## src/rtl/bitstream_loader.sv

```systemverilog
// bitstream_loader: serializes valid/ready configuration words MSB-first
// into a left-shifting fabric configuration scan chain.
//
// Ports:
//   clock, reset_n            clock and synchronous active-low reset
//   start                     begins a load from IDLE, DONE or ERROR
//   in_data/in_valid/in_ready word handshake
//   in_parity                 even parity over {in_data, in_parity}
//                             (only with LOADER_PARITY_EN)
//   cfg_bit/cfg_shift/cfg_clear  chain head drive
//   busy/done/error           load status
//
// Optional feature macro: LOADER_PARITY_EN (parity check and ERROR state).
module bitstream_loader #(
    parameter int WORD_WIDTH   = 8,
    parameter int CHAIN_LENGTH = 64
) (
    input  logic                  clock,
    input  logic                  reset_n,
    input  logic                  start,
    input  logic [WORD_WIDTH-1:0] in_data,
`ifdef LOADER_PARITY_EN
    input  logic                  in_parity,
`endif
    input  logic                  in_valid,
    output logic                  in_ready,
    output logic                  cfg_bit,
    output logic                  cfg_shift,
    output logic                  cfg_clear,
    output logic                  busy,
    output logic                  done,
    output logic                  error
);

    localparam int CW = $clog2(CHAIN_LENGTH + 1);
    localparam int BW = (WORD_WIDTH > 1) ? $clog2(WORD_WIDTH) : 1;
    localparam logic [CW-1:0] CL_C  = CW'(CHAIN_LENGTH);
    localparam logic [BW-1:0] BLAST = BW'(WORD_WIDTH - 1);

    typedef enum logic [2:0] {
        IDLE,
        FETCH,
        SHIFT,
        DONE,
        ERROR
    } state_e;

    state_e                state_q, state_d;
    logic [CW-1:0]         cnt_q, cnt_d;
    logic [BW-1:0]         bidx_q, bidx_d;
    logic [WORD_WIDTH-1:0] word_q, word_d;

    logic bit_q, bit_d;
    logic shift_q, shift_d;
    logic clear_q, clear_d;
    logic busy_q, busy_d;
    logic done_q, done_d;
    logic error_q, error_d;

    logic [CW-1:0] cnt_inc;
    logic          last_bit;
    logic          word_end;
    logic          accept;
    logic          parity_ok;

    assign cnt_inc  = cnt_q + 1'b1;
    // The chain is full after this shift; any remaining word bits are dropped.
    assign last_bit = (cnt_inc == CL_C);
    assign word_end = (bidx_q == BLAST);
    assign accept   = in_valid & in_ready;

`ifdef LOADER_PARITY_EN
    assign parity_ok = ~^{in_data, in_parity};
`else
    assign parity_ok = 1'b1;
`endif

    // State and datapath registers
    always_ff @(posedge clock) begin
        if (!reset_n) begin
            state_q <= IDLE;
            cnt_q   <= '0;
            bidx_q  <= '0;
            word_q  <= '0;
            bit_q   <= 1'b0;
            shift_q <= 1'b0;
            clear_q <= 1'b0;
            busy_q  <= 1'b0;
            done_q  <= 1'b0;
            error_q <= 1'b0;
        end else begin
            state_q <= state_d;
            cnt_q   <= cnt_d;
            bidx_q  <= bidx_d;
            word_q  <= word_d;
            bit_q   <= bit_d;
            shift_q <= shift_d;
            clear_q <= clear_d;
            busy_q  <= busy_d;
            done_q  <= done_d;
            error_q <= error_d;
        end
    end

    // Next-state logic
    always_comb begin
        state_d = state_q;
        cnt_d   = cnt_q;
        bidx_d  = bidx_q;
        word_d  = word_q;
        unique case (state_q)
            IDLE, DONE, ERROR: begin
                if (start) begin
                    state_d = FETCH;
                    cnt_d   = '0;
                    bidx_d  = '0;
                end
            end
            FETCH: begin
                if (accept) begin
                    word_d  = in_data;
                    bidx_d  = '0;
                    state_d = parity_ok ? SHIFT : ERROR;
                end
            end
            SHIFT: begin
                cnt_d  = cnt_inc;
                word_d = word_q << 1;
                bidx_d = bidx_q + 1'b1;
                if (last_bit) begin
                    state_d = DONE;
                end else if (word_end) begin
                    bidx_d = '0;
                    if (accept) begin
                        // Zero-bubble hand-off to the next word.
                        word_d  = in_data;
                        state_d = parity_ok ? SHIFT : ERROR;
                    end else begin
                        state_d = FETCH;
                    end
                end
            end
            default: state_d = IDLE;
        endcase
    end

    // Outputs: in_ready is a decode; the rest are registered from next state.
    always_comb begin
        in_ready = (state_q == FETCH) ||
                   ((state_q == SHIFT) && word_end && !last_bit);
        shift_d  = (state_d == SHIFT);
        bit_d    = shift_d & word_d[WORD_WIDTH-1];
        clear_d  = start && ((state_q == IDLE) || (state_q == DONE) ||
                             (state_q == ERROR));
        busy_d   = (state_d == FETCH) || (state_d == SHIFT);
        done_d   = (state_d == DONE);
        error_d  = (state_d == ERROR);
    end

    assign cfg_bit   = bit_q;
    assign cfg_shift = shift_q;
    assign cfg_clear = clear_q;
    assign busy      = busy_q;
    assign done      = done_q;
    assign error     = error_q;

endmodule

```

## config.mk

```make
export PLATFORM = sky130hd
export DESIGN_NAME = bitstream_loader
export DESIGN_NICKNAME = d
export VERILOG_FILES = /design/src/rtl/bitstream_loader.sv
export SDC_FILE = /design/constraint.sdc
export NUM_CORES = 1
export LEC_CHECK = 0
export BUFFER_PORTS_ARGS = -buffer_cell sky130_fd_sc_hd__buf_2
export CAP_MARGIN = 20
export CORE_UTILIZATION = 28
export DETAILED_ROUTE_END_ITERATION = 12
export PLACE_DENSITY_LB_ADDON = 0.2
export SYNTH_ARGS = -nofsm -noshare
export SYNTH_HDL_FRONTEND = slang
export SYNTH_SLANG_ARGS = --single-unit
```

## constraint.sdc

```tcl
create_clock -name clock -period 2 [get_ports clock]
set_input_delay 0.2 -clock clock [delete_from_list [all_inputs] [get_ports clock]]
set_output_delay 0.2 -clock clock [all_outputs]
set_load 0.01 [all_outputs]
```

# Word level (Yosys, flattened, before mapping)
# Index checks and enable logic that the tools add are counted.
# W data, S select, Z words.
[totals] ff_bits=27 inputBits=12 output_inout_bits=7
[classes] n_addsub=2 eq_ne=12 muxes=18 n_bitwise=2 reduce_logical=16
[ops] operator="$mux W8" count=4
[ops] operator="$mux W3" count=8
[ops] operator="$pmux W3 S3" count=2
[ops] operator="$pmux W8 S2" count=1
[ops] operator="$pmux W7 S2" count=1
[ops] operator="$eq A3 B2 Y1 const B" count=4
[ops] operator="$eq A3 B3 Y1 const B" count=3
[ops] operator="$add A7 B1 Y7 const B" count=1
[ops] operator="$eq A7 B7 Y1 const B" count=1
[ops] operator="$mux W7" count=1
[ops] operator="$eq A3 B1 Y1 const B" count=2
[ops] operator="$logic_or A1 B1 Y1" count=4
[ops] operator="$ne A2 B2 Y1 const B" count=2
[ops] operator="$reduce_and A2 Y1" count=2
[ops] operator="$reduce_bool A2 Y1" count=2
[ops] operator="$add A3 B1 Y3 const B" count=1
[ops] operator="$logic_and A1 B1 Y1" count=3
[ops] operator="$logic_not A3 Y1" count=1
[ops] operator="$reduce_and A3 Y1" count=1
[ops] operator="$reduce_bool A3 Y1" count=1
[ops] operator="$reduce_or A3 Y1" count=1
[ops] operator="$and A1 B1 Y1" count=2
[ops] operator="$mux W2" count=1
[ops] operator="$logic_not A1 Y1" count=1

# Longest topological paths before layout
[depth] ltp_word=12 mapped_depth=8 ltp_nobuf=7

# Worst setup path before layout
# OpenSTA, ideal clock, no wires.
[synth_timing] path_kind="reg-to-reg" startpoint="register cnt_q[0]" endpoint="register word_q[0]" setup_ps=129 arrival_ps=1804 required_time_ps=1871 setup_slack_ps=67 stages_incl_launch_ff=7 path_cell_list="dfxtp_1 > nand3_2 > o21a_1 > or4_1 > buf_6 > a32o_1 > o2bb2ai_1"
[synth_via] elab_chain_cells=10 word_cells_on_any_way=12 classes_between="add/sub (1); eq/ne (2); mux (4); bitwise (1); reduce/logical (4)"
[synth_rtl] element="from (decl)" line_no="49" rtl="logic [CW-1:0] cnt_q, cnt_d;"
[synth_rtl] element="from (signal assigned)" line_no="93" rtl="cnt_q <= cnt_d;"
[synth_rtl] element="$add A7 B1 Y7 *" line_no="66" rtl="assign cnt_inc = cnt_q + 1'b1;"
[synth_rtl] element="$eq A7 B7 Y1 *" line_no="68" rtl="assign last_bit = (cnt_inc == CL_C);"
[synth_rtl] element="$logic_not A1 Y1 *" line_no="150" rtl="((state_q == SHIFT) && word_end && !last_bit);"
[synth_rtl] element="$logic_and A1 B1 Y1 *" line_no="150"
[synth_rtl] element="$logic_or A1 B1 Y1 *" line_no="149" rtl="in_ready = (state_q == FETCH) ||"
[synth_rtl] element="net in_ready" line_no="26" rtl="output logic in_ready,"
[synth_rtl] element="$and A1 B1 Y1 *" line_no="70" rtl="assign accept = in_valid & in_ready;"
[synth_rtl] element="$mux W8" line_no="134" rtl="if (accept) begin"
[synth_rtl] element="$mux W8" line_no="132" rtl="end else if (word_end) begin"
[synth_rtl] element="$mux W8" line_no="130" rtl="if (last_bit) begin"
[synth_rtl] element="$pmux W8 S2" line_no="111" rtl="unique case (state_q)"
[synth_rtl] element="to (signal assigned)" line_no="95" rtl="word_q <= word_d;"
[synth_rtl] element="to (decl)" line_no="51" rtl="logic [WORD_WIDTH-1:0] word_q, word_d;"
# The timed path passes the listed nets; every way through them passes the cells marked *.
# A chain may end at the register's enable or synchronous reset.

# Worst setup path after layout
[layout_timing] startpoint="register cnt_q[1]" endpoint="output in_ready"
[layout_via] elab_chain_cells=5
[layout_rtl] element="$add A7 B1 Y7" line_no="66"
[layout_rtl] element="$eq A7 B7 Y1" line_no="68"
[layout_rtl] element="$logic_not A1 Y1" line_no="150"
[layout_rtl] element="$logic_and A1 B1 Y1" line_no="150"
[layout_rtl] element="$logic_or A1 B1 Y1" line_no="149"
[layout_rtl] element="to (decl)" line_no="26"
# Every way passes these cells.

==> metrics.md <==
| Metric | Value |
|---|---|
| Number of antenna violations at the first check in global routing | 0 |
| Post-place setup slack | -0.0361 ns |
| Max-slew headroom at the worst pin | 70.1% |
| Met3 track utilization from global routing | 2.91% |
| Most area-consuming cells after synthesis | sky130_fd_sc_hd__dfxtp_1 36%, sky130_fd_sc_hd__o21ai_0 8.9%, sky130_fd_sc_hd__inv_1 3.5% |
| Ranking of synthesized cells by instance count | 27 x sky130_fd_sc_hd__dfxtp_1, 27 x sky130_fd_sc_hd__o21ai_0, 14 x sky130_fd_sc_hd__inv_1 |
| M1 GR Usage | 19.8% |
| Path category of the worst min-delay check | input port to flop |
| Total half-perimeter wirelength after legalization and detailed placement | 2660 um |
| Total inserted antenna cells | 0 |
| Insertion delay to the later sink of the worst-skew pair | 0.28 ns |
| Max-capacitance violation count | 0 |
| Wire length of the first global-routing pass | 6510 um |
| Final number of setup-violating endpoints | 1 |
| Crit-path max FO | 5 |
| Quantity of I/O buffers inserted on ports | 18 |
| Worst flop-to-flop path endpoint | word_q[6]$_SDFFE_PN0P_ |
| Hold path startpoint | in_data[4] |
| Worst Hold End | word_q[4]$_SDFFE_PN0P_ |
| Worst reg2reg startpoint | cnt_q[1]$_SDFFE_PN0P_ |
| Power, Total | 0.00111 W |
| GR met2 Demand/Resource | 25.5% |
| Clock buffer count from CTS | 3 |
| Worst clock skew on the final layout | 0.0119 ns |
| Cell breakdown of the critical path | nand3_4 -> o21a_1 -> or4_4 -> a32o_2 -> buf_6 |
| Post-synthesis cell area | 0.00151 mm^2 |
| Final std cells w/o fill | 288 |
| Post-synth EDFFs | 0 |
| Category of the worst setup path capture point | output port |
| Quantity of hold-fixing buffers added after cts | 0 |
| Number of global-route vias before repair | 1359 |
| Fraction of the yosys area taken by sequential cells | 35.8% |
| Height of the chip | 75.5 um |
| Final Wtd Congestion | 0.867 |
| Commonest register cell after synthesis | sky130_fd_sc_hd__dfxtp_1 |
| Clock sink count | 27 |
| Cell taking the most area after synthesis | sky130_fd_sc_hd__dfxtp_1 |
| Violated checks | setup timing |
| Number of vias per cell | 5.07 |
| CTS H-tree lvls | 1 |
| Number of distinct standard cells referenced by the synthesized netlist | 46 |
| Unrepaired setup endpoints after global routing | true |
| Layout Nets | 234 |
| Largest incremental delay on the critical path | 0.55 ns |
| Gate count of the mapped netlist | 187 |
| Leak pwr | 0.763 nW |
| Total of flip-flops plus latches after synthesis | 27 |
| Number of nets in the synthesized netlist | 202 |
| Core area | 0.00514 mm^2 |
| Slowest CP cell | sky130_fd_sc_hd__or4_4 |
| Number of top-level pins | 19 |
| Buffers and inverters on the worst path | 1 |
| DRC | 0 |
| Shortest clock period the worst path allows after layout | 2.11 ns |
| Maximum ir drop on the vdd rail | 0.344 mV |
| Full die area | 0.00570 mm^2 |
| Nature of the critical path startpoint | flop |
| Number of warnings reported in the yosys synthesis log | 0 |
| Share of the synthesized area in the top cell type | 35.8% |
| Congestion Overflow GR | 0 |
| R2r worst-path depth | 6 |
| Number of placed cells counting well taps | 283 |
| Antenna-violating nets left | 0 |
| Pwr dens | 589 mW/mm^2 |
| GRT Total Usage | 15.0% |
| Post-route clock period utilization | 105% |
| Family of cells with the greatest summed delay on the critical path | simple AND/OR/NAND/NOR gates |
| Wirelength per Cell | 13.3 um |
| Number of rows created at floorplan | 26 |
| Starting Density | 29.4% |
| Ratio of cells with drive above 1 in the final layout | 26.1% |
| Gr busiest metal | met2 |
| Library cell used as clock root buffer | sky130_fd_sc_hd__clkbuf_8 |
| Avg Synthesized Cell Area | 8.08 um^2 |
| Final Worst Setup Slack | -0.108 ns |
| Total negative slack | -0.108 ns |
| Data required time of the worst path | 1.80 ns |
| Max Clk Rate | 0.474 GHz |
| Number of failing hold endpoints at the final stage | 0 |
| Initial DRT Pass Iterations | 4 |
| Worst slew pin tran | 0.448 ns |
| Arrival time of the worst setup path | 1.91 ns |
| Worst Path Class, Setup | flop to output port |
| Clk buf depth | 2 |
| Final-report max-slew violation count | 0 |
| Number of vias in the routed layout | 1459 |
| Final cell utilization of the core | 36.6% |
| Total wirelength of the detailed-routed design | 3830 um |
| Number of instances on the worst hold path | 3 |
| Iter 0 DRT Violations | 115 |
| Horiz. Die Dim | 75.5 um |
| TritonCTS clock tree | done |
| Reg2reg setup slack | 0.12 ns |
| FFs w/ async S/R, synth | 0% |
| Outcome | complete, but fails checks |
| Worst-path clk slew | 0.11 ns |
| Maximum number of pins on one net before global-route repair | 29 |
| Layout Area Growth over Synthesis | 24.6% |
## power by group
| group | internal (W) | leakage [nW] | switching, W | total [W] |
|---|---|---|---|---|
| logic | 0.0000941 | 0.518 | 0.000112 | 0.000206 |
| clock network | 0.000142 | 0.0217 | 0.000184 | 0.000326 |
| registers | 0.000558 | 0.223 | 0.0000190 | 0.000577 |
| total | 0.000794 | 0.763 | 0.000315 | 0.00111 |
## stage by stage
step | hold slack, ns | cell area, um^2
final | 0.156 | 1880
after global routing | 0.153 | 1880
after CTS | 0.149 | 1870
after detailed placement | 0.465 | 1790
after global placement | 0.460 | 1790
after floorplan | 0.344 | 1510
## area by class of cell
cell class	count	area, um^2
Multi-Input combinational cell	134	883
Clock buffer	3	41.3
Tap cell	70	87.6
Inverter	14	52.6
Timing Repair Buffer	39	254
Clock inverter	1	7.51
Fill cell	582	3260
Sequential cell	27	557
## layer usage
metal / part of all wire, % / routed length [um]
met3: 1.9 / 74
met5: 0 / 0
met4: 1.3 / 51
met2: 48 / 1860
met1: 48 / 1850
## flip-flops by register name, indices dropped and copies added, names as in the netlist
register,count
word_q,8
cnt_q,7
bidx_q,3
state_q,3
busy,1
cfg_bit,1
cfg_clear,1
cfg_shift,1
done,1
error,1
## timing repair
action,4_1_cts,5_1_grt
pin swaps,2,3
cloned,0,0
buffers inserted,1,0
endpoints found under the setup margin,7,4
gates resized for setup,10,5
## cells by family (layout without fill, tap and decap cells)
kind of cell | count (synthesis) | after routing | share of synthesized area (%)
adder cells (fa/ha/maj) | 3 | 3 | 2.48
AND/OR/NAND/NOR | 58 | 58 | 21.3
XOR/XNOR | 2 | 2 | 1.16
AO/OA/AOI/OAI | 71 | 71 | 32.4
buffers and inverters | 26 | 57 | 6.95
flip-flops | 27 | 27 | 35.8
## worst max path at each step
stage                        endpoint  depth (start not counted)                  start
2_1_floorplan  word_q[0]$_SDFFE_PN0P_                          6  cnt_q[0]$_SDFFE_PN0P_
3_3_place_gp       cfg_bit$_SDFF_PN0_                          6  cnt_q[4]$_SDFFE_PN0P_
3_5_place_dp       cfg_bit$_SDFF_PN0_                          6  cnt_q[4]$_SDFFE_PN0P_
4_1_cts                      in_ready                          5  cnt_q[1]$_SDFFE_PN0P_
5_1_grt                      in_ready                          5  cnt_q[0]$_SDFFE_PN0P_
6_report                     in_ready                          5  cnt_q[1]$_SDFFE_PN0P_
## layout by cell type, fill, tap and decap left out, drive strengths merged, types with 3 or more instances in the layout
cell,count
a21boi,6
nand3,6
and3,4
dfxtp,27
ha,3
nor2b,8
nor2,12
a22oi,6
buf,39
a21oi,5
clkbuf,3
a221oi,6
nand2,11
o21ai,28
inv,14
o21a,3
## worst min-delay path, delay by kind of cell
family          cells  cell delay, ns
buf+inv             2            0.13
compound gates      1            0.06
(Power assumes the default switching activity.)
